### src/rtl/uart_rx_deframer.sv
// uart_rx_deframer: UART receive deframer with programmable divisor, parity, stop bits and break detection.
// Define UART_RX_MAJORITY_EN to decide each bit by a 2-of-3 vote around the mid-bit point.
module uart_rx_deframer #(
  parameter int MIN_DIV     = 4,
  parameter int SYNC_STAGES = 2
) (
  input  logic        clk,
  input  logic        rst_n,
  input  logic [15:0] baud_div,
  input  logic [1:0]  parity_mode,
  input  logic        stop_bits,
  input  logic        uart_rxd,
  output logic [7:0]  rx_data,
  output logic        rx_valid,
  output logic        rx_error,
  output logic        rx_parity_err,
  output logic        rx_frame_err,
  output logic        rx_break,
  output logic        rx_busy
);
  localparam logic [2:0] IDLE     = 3'd0;
  localparam logic [2:0] START    = 3'd1;
  localparam logic [2:0] DATA     = 3'd2;
  localparam logic [2:0] PARITY   = 3'd3;
  localparam logic [2:0] STOP1    = 3'd4;
  localparam logic [2:0] STOP2    = 3'd5;
  localparam logic [2:0] BRK_WAIT = 3'd6;
  localparam logic [15:0] MIN_DIV_W = 16'(MIN_DIV);

  logic [SYNC_STAGES-1:0] sync_q;
  logic                   rxs, rxs_prev_q, fall;
  logic [2:0]             state_q, state_d, bitn_q, bitn_d;
  logic [15:0]            cnt_q, cnt_d, div_q, div_d, half;
  logic [1:0]             par_q, par_d;
  logic                   stop2_q, stop2_d;
  logic [7:0]             shift_q, shift_d, rx_data_q, rx_data_d;
  logic                   pbit_q, pbit_d, perr_q, perr_d, ferr_q, ferr_d;
  logic                   rx_valid_q, rx_valid_d, rx_perr_q, rx_perr_d;
  logic                   rx_ferr_q, rx_ferr_d, rx_break_q, rx_break_d;
  logic                   sample, bit_val, par_en, ferr_now, is_break, last_stop;

  assign rxs    = sync_q[SYNC_STAGES-1];
  assign fall   = rxs_prev_q & ~rxs;
  assign half   = div_q >> 1;
  assign par_en = par_q[0] ^ par_q[1];

`ifdef UART_RX_MAJORITY_EN
  logic [1:0] maj_q;
  assign sample  = cnt_q == half + 16'd1;
  assign bit_val = (maj_q[0] & maj_q[1]) | (maj_q[0] & rxs) | (maj_q[1] & rxs);
  always_ff @(posedge clk or negedge rst_n) begin
    if (!rst_n) maj_q <= 2'b11;
    else if (cnt_q == half - 16'd1) maj_q[0] <= rxs;
    else if (cnt_q == half) maj_q[1] <= rxs;
  end
`else
  assign sample  = cnt_q == half;
  assign bit_val = rxs;
`endif

  assign ferr_now  = ferr_q | ~bit_val;
  assign last_stop = sample && (state_q == STOP2 || (state_q == STOP1 && !stop2_q));
  assign is_break  = ferr_now && shift_q == 8'h00 && !(par_en && pbit_q);

  always_comb begin
    state_d    = state_q;
    cnt_d      = (state_q == IDLE || state_q == BRK_WAIT || cnt_q == div_q - 16'd1) ? 16'd0 : cnt_q + 16'd1;
    div_d      = div_q;
    par_d      = par_q;
    stop2_d    = stop2_q;
    bitn_d     = bitn_q;
    shift_d    = shift_q;
    pbit_d     = pbit_q;
    perr_d     = perr_q;
    ferr_d     = ferr_q;
    rx_data_d  = rx_data_q;
    rx_valid_d = 1'b0;
    rx_perr_d  = 1'b0;
    rx_ferr_d  = 1'b0;
    rx_break_d = 1'b0;
    case (state_q)
      IDLE: if (fall) begin
        state_d = START;
        cnt_d   = 16'd1;
        div_d   = baud_div < MIN_DIV_W ? MIN_DIV_W : baud_div;
        par_d   = parity_mode;
        stop2_d = stop_bits;
        perr_d  = 1'b0;
        ferr_d  = 1'b0;
      end
      START: if (sample) begin
        state_d = bit_val ? IDLE : DATA;
        bitn_d  = 3'd0;
      end
      DATA: if (sample) begin
        shift_d = {bit_val, shift_q[7:1]};
        bitn_d  = bitn_q + 3'd1;
        if (bitn_q == 3'd7) state_d = par_en ? PARITY : STOP1;
      end
      // par_q[1] is set only for odd mode, which is the required XOR result
      PARITY: if (sample) begin
        pbit_d  = bit_val;
        perr_d  = (^shift_q ^ bit_val) != par_q[1];
        state_d = STOP1;
      end
      STOP1: if (sample) begin
        ferr_d = ferr_now;
        if (stop2_q) state_d = STOP2;
      end
      STOP2: if (sample) ferr_d = ferr_now;
      BRK_WAIT: if (rxs) state_d = IDLE;
      default: state_d = IDLE;
    endcase
    if (last_stop) begin
      state_d    = is_break ? BRK_WAIT : IDLE;
      rx_valid_d = 1'b1;
      rx_data_d  = shift_q;
      rx_perr_d  = perr_q;
      rx_ferr_d  = ferr_now;
      rx_break_d = is_break;
    end
  end

  always_ff @(posedge clk or negedge rst_n) begin
    if (!rst_n) begin
      sync_q     <= '1;
      rxs_prev_q <= 1'b1;
      state_q    <= IDLE;
      cnt_q      <= 16'd0;
      div_q      <= MIN_DIV_W;
      par_q      <= 2'd0;
      stop2_q    <= 1'b0;
      bitn_q     <= 3'd0;
      shift_q    <= 8'h00;
      pbit_q     <= 1'b0;
      perr_q     <= 1'b0;
      ferr_q     <= 1'b0;
      rx_data_q  <= 8'h00;
      rx_valid_q <= 1'b0;
      rx_perr_q  <= 1'b0;
      rx_ferr_q  <= 1'b0;
      rx_break_q <= 1'b0;
    end else begin
      sync_q     <= {sync_q[SYNC_STAGES-2:0], uart_rxd};
      rxs_prev_q <= rxs;
      state_q    <= state_d;
      cnt_q      <= cnt_d;
      div_q      <= div_d;
      par_q      <= par_d;
      stop2_q    <= stop2_d;
      bitn_q     <= bitn_d;
      shift_q    <= shift_d;
      pbit_q     <= pbit_d;
      perr_q     <= perr_d;
      ferr_q     <= ferr_d;
      rx_data_q  <= rx_data_d;
      rx_valid_q <= rx_valid_d;
      rx_perr_q  <= rx_perr_d;
      rx_ferr_q  <= rx_ferr_d;
      rx_break_q <= rx_break_d;
    end
  end

  assign rx_data       = rx_data_q;
  assign rx_valid      = rx_valid_q;
  assign rx_parity_err = rx_perr_q;
  assign rx_frame_err  = rx_ferr_q;
  assign rx_error      = rx_perr_q | rx_ferr_q;
  assign rx_break      = rx_break_q;
  assign rx_busy       = state_q != IDLE;
endmodule

### config.mk
export PLATFORM = sky130hd
export DESIGN_NAME = uart_rx_deframer
export DESIGN_NICKNAME = d
export VERILOG_FILES = /design/src/rtl/uart_rx_deframer.sv
export SDC_FILE = /design/constraint.sdc
export NUM_CORES = 1
export LEC_CHECK = 0
export ABC_AREA = 1
export BUFFER_PORTS_ARGS = -buffer_cell sky130_fd_sc_hd__buf_2
export CAP_MARGIN = 0
export CORE_AREA = 3 3 107 109
export DETAILED_ROUTE_END_ITERATION = 10
export DIE_AREA = 0 0 110 112
export PLACE_DENSITY = 0.59
export SLEW_MARGIN = 5
export SYNTH_ARGS = -nofsm -noshare
export SYNTH_HDL_FRONTEND = slang
export SYNTH_SLANG_ARGS = --single-unit
### constraint.sdc
create_clock -name clk -period 2.35 [get_ports clk]
set_input_delay 0.235 -clock clk [delete_from_list [all_inputs] [get_ports clk]]
set_output_delay 0.235 -clock clk [all_outputs]
set_load 0.01 [all_outputs]
==> flow_summary_export.csv, run 1 <==
group,metric,value,unit
route,firstDrtPassIters,5,
power,power_frac_seq,37.1,%
global_routing,antenna_found_initial,1,
global_routing,grt_pass1_wl,17370,um
layout,multi_input_area,0.002178,mm2
timing,finClkSkew,0.01136,ns
die,ioPinCount,36,
setup_path,cp_common_cell,"nand2_1",
die,rows,38,
timing,finalSetupViolations,0,
power,power_leakage,0.002199,uW
timing,hold_viol,0,
timing,rsz0062_at_grt,"no",
timing,slew_violations,0,
route,avgRoutedWirePerCell,14.35,um
setup_path,crit_arrival,2.33,ns
place,io_buffers,35,
route,wl,10550,um
layout,fill_cells,1097,
route,vias,3667,
power,finalPower,4728,uW
global_routing,gr-total-overflow,0,
synthesis,netlist_area,0.004178,mm2
synthesis,synthArstFlopShare,100.0,%
synthesis,synth_area_leader_cell,"dfrtp_1",
synthesis,yosys.cell_count.top_type,"nand2_1",
clocking,cts.path.max_buffers,2,
synthesis,synthesis.nets,585,
power,p_switching,2144,uW
clocking,cts_htree_levels,3,
route,drc,0,
synthesis,synth_cell_type_count,33,
job,drv_cap,0,
synthesis,yosys-top-cells-area,"dfrtp_1 38%, nand2_1 15%, inv_1 4.7%",
synthesis,synth_cells,555,
place,dp_hpwl,8020,um
synthesis,yosys_warnings,0,
layout,ff_latch_area,0.001682,mm2
setup_path,crit_fanout,7,
timing,relSlewSlack,54.54,%
setup_path,required,2.60,ns
global_routing,track_usage,18.12,%
synthesis,synth-edff-count,0,
route,vias_per_cell,4.989,
clocking,cts.clk_slew.worst_paths,0.09,ns
clocking,cts_tree,"done",
die,start_util,39.05,%
synthesis,ys_seq_elements,67,
route,antenna_left,0,
power,peakVddDrop,0.6479,mV
timing,worst_pin_slew,0.6819,ns
timing,setup_tns,0,ns
power,powerDensity,1005,mW/mm2
die,die-height,112,um
synthesis,ys.flop_type,"dfrtp_1",
clocking,clkLatencyLatePin,0.36,ns
setup_path,cp_slowest_cell,"dfrtp_1",
setup_path,crit_path_start_kind,"register",
setup_path,cp_cell_sequence,"inv_1, nand2_1, nand2_1, nor2_1, nand4_1, nor2_2, nand4_1, nand2_1, nand2_1, nand2_1, nand2_1",
route,drt_iter0_drc,185,
timing,finalCritPeriodShare,88.81,%
timing,fin_crit,2.087,ns
synthesis,synthTopCellsByCount,"162 x nand2_1, 63 x dfrtp_1, 52 x inv_1, 52 x nor2_1, 32 x o21ai_0",
power,p_sw_share,45.34,%
setup_path,cp-end-kind,"register",
power,p_comb_share,41.6,%
layout,final_util,43.98,%
layout,diodes,0,
layout,syn_to_final_growth,12.61,%
setup_path,slowest_delay,0.49,ns
global_routing,grt_pass1_vias,3538,
die,design.core.area,0.01070,mm2
clocking,clockRootBuffer,"clkbuf_8",
outcome,outcome,"completed",
layout,nNetsFinal,620,
power,clkPwrFrac,21.3,%
place,routabilityCongestion,0.9440,
layout,stdcell_count,735,
clocking,cts_sinks,67,
synthesis,synth_top_area_share,37.74,%
synthesis,syn_avg_cell_area,7.527,um2
power,intPower,2584,uW
die,die_w,110,um
global_routing,grt_start_max_net_pins,40,
place,dp_cells,716,
layout,drive_gt1_share,15.80,%
timing,fmax,479.2,MHz
setup_path,path_class,"register to register",
synthesis,yosysSeqAreaShare,40.25,%
die,dieArea,0.01232,mm2
min_path,worstHoldPathType,"primary input to register",
clocking,cts_resized,0,
clocking,cts-buffers-inserted,9,
-- power by group through the flow --
| stage | Combinational, uW | Sequential, uW | Clock [uW] |
|---|---|---|---|
| 2_1_floorplan | 1570 | 1630 | 0 |
| 3_3_place_gp | 1940 | 1770 | 0 |
| 3_5_place_dp | 1950 | 1770 | 0 |
| 4_1_cts | 1960 | 1750 | 1030 |
| 5_1_grt | 2250 | 1800 | 1080 |
| 6_report | 1970 | 1750 | 1010 |
-- layer usage --
layer  vias to the layer above  wire length, um  global-route usage (%)
met5                         -               13                       0
li1                       1854                -                       -
met3                         9              496                   3.826
met4                         2               88                   4.655
met1                      1719             4665                   23.50
met2                        83             5283                   30.50
-- path summary, 6_finish.rpt --
path	from	end	slack (ns)	cells past startpoint
max	cnt_q[11]$_DFF_PN0_	state_q[0]$_DFFE_PN0P_	0.26	11
min	parity_mode[1]	par_q[1]$_DFFE_PN0P_	0.07	3
max reg2reg	cnt_q[11]$_DFF_PN0_	state_q[0]$_DFFE_PN0P_	0.26	11
min reg2reg	sync_q[0]$_DFF_PN1_	sync_q[1]$_DFF_PN1_	0.36	0
max in group asynchronous	rst_n	rxs_prev_q$_DFF_PN1_	1.20	3
min in group asynchronous	rst_n	ferr_q$_DFFE_PN0P_	0.44	2
-- cell type report --
type                       instances  share of cell area [%]
sequential                        67                   35.74
clock inverter                     6                   1.569
multi-input combinational        414                   46.30
inverter                          56                   4.468
clock buffer                      10                   2.713
tap                              140                   3.723
timing repair buffer              42                   5.479
-- worst max-delay path, delay by kind of cell (launching register included) --
kind                   cells  cell delay [ns]
buffers and inverters      1             0.12
flip-flops                 1             0.49
AND/OR/NAND/NOR           10             1.36
-- cell usage in the layout (no fill, tap or decap), drive strengths merged, types with 4 or more instances in the layout --
master and count:
a21oi 5, buf 40, clkbuf 10, dfrtp 63
dfstp 4, ha 8, inv 58, nand2 165
nand3 25, nand3b 6, nand4 21, nor2 65
nor3 26, o21ai 41, xnor2 22, xor2 19
-- per-stage QoR --
| stage | instance area (um2) | worst slack, ns | hold slack (ns) |
|---|---|---|---|
| finish | 4705 | 0.2630 | 0.07238 |
| global route | 4705 | 0.04789 | 0.07019 |
| CTS | 4684 | 0.2240 | 0.06394 |
| detailed placement | 4463 | 0.2297 | 0.3103 |
| global placement | 4463 | 0.2670 | 0.3159 |
| floorplan | 4178 | 0.5397 | -0.06059 |
-- flip-flops by register name, indices dropped and copies added (netlist names), 2 cells and up --
register  count
state_q       3
div_q        16
shift_q       8
bitn_q        3
cnt_q        16
par_q         2
rx_data       8
sync_q        2
-- logic make-up (layout without fill, tap and decap cells) --
group           Yosys count  in the layout  share of synthesized area, %
fa+ha+maj                 8              8                         2.396
compound gates           49             49                         6.858
xor+xnor                 41             41                         8.595
simple gates            316            316                         34.23
flops                    67             67                         40.25
buf+inv                  74            114                         7.667
-- timing repair --
action / in CTS / in global routing
hold buffers: 2 / 0
setup endpoints to repair: 0 / 15
hold endpoints to repair: 28 / 0
buffers inserted: 0 / 1
Note: power is estimated with default switching activity, not from simulation.
==> run 2, diff against run 1 <==
- CORE_AREA: 3 3 107 109 -> 4 4 108 110
- DIE_AREA: 0 0 110 112 -> 0 0 112 114
==> run 2 against run 1 <==
  * Sequential share of layout area grew 0.14 points
  * Die area grew 3.6%
  * Routed wire length shrank 3.1%
  * Critical path depth is the same
  * Register-to-register slack lost 0.02 ns
  * First-iteration DRC count grew 2.7%
  * Maximum frequency shrank 0.85%
  * Worst hold slack lost 0.0016 ns
  * Clock-buffer cell count grew 1
  * Cell count shrank 0.14%
  * Global-route usage shrank 1.1 points
==> flow_summary_export.csv, run 2 (synthesis results as in run 1) <==
group,metric,value,unit
die,die-height,114,um
timing,finClkSkew,0.008621,ns
timing,finalSetupViolations,0,
die,dieArea,0.01277,mm2
setup_path,reg2reg_slack,0.25,ns
route,firstDrtPassIters,4,
timing,relSlewSlack,53.90,%
timing,hold_viol,0,
route,drt_iter0_drc,190,
setup_path,cp-end-kind,"register",
place,dp_hpwl,7913,um
min_path,hp-start,"parity_mode[1]",
route,vias,3633,
clocking,cts_sinks,67,
clocking,clkLatencyLatePin,0.36,ns
layout,diodes,0,
global_routing,grt_start_max_net_pins,39,
min_path,worstHoldPathType,"primary input to register",
place,routabilityCongestion,0.8916,
timing,setup_tns,0,ns
route,avgRoutedWirePerCell,13.93,um
setup_path,crit_fanout,15,
power,finalPower,4693,uW
clocking,cts_htree_levels,3,
layout,mostFrequentLayoutCell,"nand2_1",
global_routing,grt_pass1_wl,17240,um
layout,final_cell_mix,"162 x nand2_1, 63 x dfrtp_1, 52 x inv_1, 51 x nor2_1, 35 x buf_2",
layout,drive_gt1_share,15.66,%
route,antenna_left,0,
route,vias_per_cell,4.950,
clocking,cts.clk_slew.worst_paths,0.08,ns
layout,multi_input_area,0.002178,mm2
min_path,hold_path_end,"par_q[1]$_DFFE_PN0P_",
layout,reg.largest.list,"cnt_q (16), div_q (16)",
setup_path,crit_path_start_kind,"register",
setup_path,r2r-start,"div_q[0]$_DFFE_PN0P_",
global_routing,grt_pass1_vias,3616,
die,start_util,39.05,%
timing,finalCritPeriodShare,89.57,%
setup_path,r2r-end,"cnt_q[1]$_DFF_PN0_",
layout,nNetsFinal,619,
power,powerDensity,1001,mW/mm2
die,rows,38,
global_routing,antenna_found_initial,0,
setup_path,crit_arrival,2.33,ns
clocking,cts-buffers-inserted,9,
timing,fin_crit,2.105,ns
power,power_leakage,0.002193,uW
die,die_w,112,um
global_routing,track_usage,17.06,%
clocking,cts_tree,"done",
route,drc,0,
job,drv_cap,0,
timing,fmax,475.1,MHz
clocking,cts.path.max_buffers,2,
outcome,outcome,"completed",
timing,worst_pin_slew,0.6915,ns
route,wl,10230,um
die,design.core.area,0.01070,mm2
power,peakVddDrop,0.4287,mV
place,io_buffers,35,
setup_path,path_class,"register to register",
setup_path,required,2.57,ns
layout,fill_cells,1100,
min_path,worstHoldPathCells,3,
layout,ff_latch_area,0.001682,mm2
clocking,postCtsSetupBuffers,0,
timing,rsz0062_at_grt,"no",
layout,syn_to_final_growth,12.16,%
global_routing,gr-total-overflow,0,
die,ioPinCount,36,
timing,slew_violations,0,
setup_path,reg2reg_depth,11,
clocking,clockRootBuffer,"clkbuf_8",
==> run 2: changes by cell type in the layout (fill, tap and decap cells not counted), sizes merged <==
| cell | delta |
|---|---|
| buf | -1 |
| inv | -1 |
| clkbuf | +1 |
==> run 2: how the worst max path moves through the flow <==
stage	start	depth (start not counted)	slack [ns]	end
finish	div_q[0]$_DFFE_PN0P_	11	0.25	cnt_q[1]$_DFF_PN0_
global route	div_q[1]$_DFFE_PN0P_	11	0.03	cnt_q[1]$_DFF_PN0_
CTS	div_q[1]$_DFFE_PN0P_	11	0.24	cnt_q[1]$_DFF_PN0_
detailed placement	div_q[1]$_DFFE_PN0P_	11	0.25	cnt_q[1]$_DFF_PN0_
global placement	div_q[1]$_DFFE_PN0P_	11	0.28	cnt_q[2]$_DFF_PN0_
floorplan	div_q[0]$_DFFE_PN0P_	12	0.54	cnt_q[10]$_DFF_PN0_
==> run 2: critical path: stages (launching register included) <==
cell,delay [ns]
dfrtp_1,0.42
inv_2,0.08
ha_1,0.25
nand2_1,0.13
nor2_2,0.19
nand2_1,0.07
nand3_1,0.11
nand2_1,0.06
nor2_1,0.10
nand3_1,0.12
nor2_4,0.35
nor3_1,0.09
==> run 2: area by class of cell <==
type                            instances  area share, %
Inverter                               56          4.486
Multi-Input combinational cell        414          46.49
Timing Repair Buffer                   41          5.073
Sequential cell                        67          35.89
Clock inverter                          5          1.308
Clock buffer                           11          3.017
Tap cell                              140          3.738
==> run 2: layer usage <==
layer,up-vias,track usage [%],part of all wire [%]
met5,-,0,0
li1,1854,-,-
met3,23,4.403,4.7
met1,1683,20.48,44
met2,73,28.98,49
met4,0,7.612,2.9
==> run 2: what timing repair did <==
item | 4_1_cts | 5_1_grt
endpoints found under the hold margin | 26 | 0
hold buffers | 2 | 0
gates resized for setup | 0 | 0
==> run 2: report_power, final <==
part	switching, uW	internal, uW	leakage [uW]
Sequential	369	1380	0.000886
Clock	474	525	0.000104
Combinational	1240	700	0.00120
Total	2090	2610	0.00219
==> run 2: through the flow <==
stage	std cells	worst slack, ns	hold WS (ns)	utilization (%)	area [um2]
floorplan	555	0.5397	-0.06059	-	4178
global placement	716	0.2786	0.3143	41.72	4463
detailed placement	716	0.2478	0.3233	41.72	4463
CTS	734	0.2385	0.05161	43.80	4686
global route	734	0.02736	0.06455	43.80	4686
finish	734	0.2451	0.07074	43.80	4686
==> run 3, diff against run 2 <==
- RECOVER_POWER: not set -> 25
==> run 3 against run 2 <==
  * The flow now finishes with violations (max-capacitance violations, max-slew violations)
  * Critical path depth is the same
  * Via count grew 0.58%
  * Worst hold slack lost 0.0028 ns
  * Non-clock buffer count is the same
  * Sequential share of layout area grew 0.058 points
  * Clock power is essentially flat
  * Largest power group unchanged
  * Utilization shrank 0.070 points
==> flow_summary_export.csv, run 3 (synthesis results as in run 1) <==
group,metric,value,unit
setup_path,cp_cell_sequence,"inv_2, ha_1, nand3_1, nor2_2, nand3b_1, nand2_1, nand2_1, nor2_1, nand3_1, nor2_4, nor3_1",
clocking,clkLatencyLatePin,0.36,ns
route,antenna_left,0,
global_routing,gr-total-overflow,0,
die,ioPinCount,36,
layout,final_util,43.73,%
timing,fin_crit,2.107,ns
setup_path,r2r-start,"div_q[0]$_DFFE_PN0P_",
setup_path,cp-end-kind,"register",
timing,finClkSkew,0.007687,ns
setup_path,crit_buf_inv,1,
timing,rsz0062_at_grt,"no",
setup_path,required,2.58,ns
route,drt_iter0_drc,198,
die,start_util,39.05,%
timing,fmax,474.5,MHz
clocking,cts_hold_buf,2,
power,power_leakage,0.002168,uW
setup_path,slowest_delay,0.42,ns
die,die-height,114,um
clocking,cts-buffers-inserted,9,
setup_path,cp_slowest_cell,"dfrtp_1",
route,avgRoutedWirePerCell,13.90,um
layout,reg.largest.list,"cnt_q (16), div_q (16)",
clocking,cts_sinks,67,
timing,hold_viol,0,
global_routing,track_usage,17.06,%
job,drv_cap,1,
layout,nNetsFinal,619,
timing,relSlewSlack,-11.43,%
clocking,clockRootBuffer,"clkbuf_8",
clocking,cts.path.max_buffers,2,
die,design.core.area,0.01070,mm2
place,dp_hpwl,7913,um
clocking,cts.clk_slew.worst_paths,0.07,ns
power,peakVddDrop,0.4255,mV
timing,slew_violations,30,
power,finalPower,4691,uW
global_routing,antenna_found_initial,0,
die,die_w,112,um
layout,syn_to_final_growth,11.98,%
timing,setup_tns,0,ns
setup_path,crit_path_start_kind,"register",
layout,drive_gt1_share,14.48,%
min_path,worstHoldPathType,"primary input to register",
route,drc,0,
setup_path,path_class,"register to register",
route,wl,10200,um
clocking,postCtsSetupBuffers,0,
global_routing,grt_pass1_vias,3616,
timing,hold_slack,0.06794,ns
clocking,cts_htree_levels,3,
route,vias,3654,
place,routabilityCongestion,0.8916,
route,vias_per_cell,4.978,
layout,fill_cells,1103,
power,powerDensity,1003,mW/mm2
setup_path,crit_fanout,15,
clocking,cts_resized,0,
outcome,violations,"max-capacitance violations, max-slew violations",
timing,finalCritPeriodShare,89.68,%
setup_path,crit_arrival,2.33,ns
timing,finalSetupViolations,0,
setup_path,crit_family,"simple AND/OR/NAND/NOR gates",
global_routing,grt_pass1_wl,17240,um
setup_path,critPathLaunch,"div_q[0]$_DFFE_PN0P_",
layout,final_cell_mix,"162 x nand2_1, 63 x dfrtp_1, 52 x inv_1, 51 x nor2_1, 32 x o21ai_0",
clocking,cts_tree,"done",
timing,worst_pin_slew,1.671,ns
route,firstDrtPassIters,4,
outcome,outcome,"complete, but fails checks",
die,dieArea,0.01277,mm2
die,rows,38,
global_routing,grt_start_max_net_pins,39,
layout,diodes,0,
layout,mostFrequentLayoutCell,"nand2_1",
place,io_buffers,35,
min_path,hp-start,"parity_mode[1]",
[run 3: changes by cell type in the layout (fill, tap and decap cells not counted)]
cell      change
buf_2         -6
clkbuf_1      +6
dfstp_1       +1
dfstp_2       -1
[run 3: worst paths after layout]
path | endpoint | slack, ns | depth (start not counted)
worst max-delay path | cnt_q[1]$_DFF_PN0_ | 0.24 | 11
worst min-delay path | par_q[1]$_DFFE_PN0P_ | 0.07 | 3
worst max register to register | cnt_q[1]$_DFF_PN0_ | 0.24 | 11
worst min register to register | sync_q[1]$_DFF_PN1_ | 0.36 | 0
max in group asynchronous | state_q[1]$_DFFE_PN0P_ | 0.54 | 2
min in group asynchronous | rx_data[3]$_DFFE_PN0P_ | 0.84 | 2
[run 3: per-layer routing]
layer	GRT usage, %	part of all wire, %
met1	20.48	43
met5	0	0
met3	4.403	5.4
met4	7.612	3.4
met2	28.98	48
[run 3: worst reg2reg max path: stages (launching register included)]
cell	delay, ns
dfrtp_1	0.42
inv_2	0.08
ha_1	0.25
nand3_1	0.17
nor2_2	0.21
nand3b_1	0.09
nand2_1	0.06
nand2_1	0.07
nor2_1	0.09
nand3_1	0.11
nor2_4	0.33
nor3_1	0.10
[run 3: final cells by class]
class | instances | area (um2) | share of cell area (%)
timing repair buffer | 41 | 230.2 | 4.921
tap | 140 | 175.2 | 3.744
inverter | 56 | 210.2 | 4.493
clock inverter | 5 | 61.31 | 1.311
clock buffer | 11 | 141.4 | 3.022
sequential | 67 | 1682 | 35.95
multi-input combinational | 414 | 2178 | 46.56
[run 3: report_power, final]
part           switching (uW)  internal [uW]  total [uW]
sequential                368           1380        1750
combinational            1240            700        1940
clock                     475            525         999
total                    2090           2610        4690
[run 3: through the flow]
stage               setup WS [ns]  cell area [um2]  instances
finish                     0.2425             4678        734
global route              0.02736             4678        734
CTS                        0.2385             4686        734
detailed placement         0.2478             4463        716
global placement           0.2786             4463        716
floorplan                  0.5397             4178        555
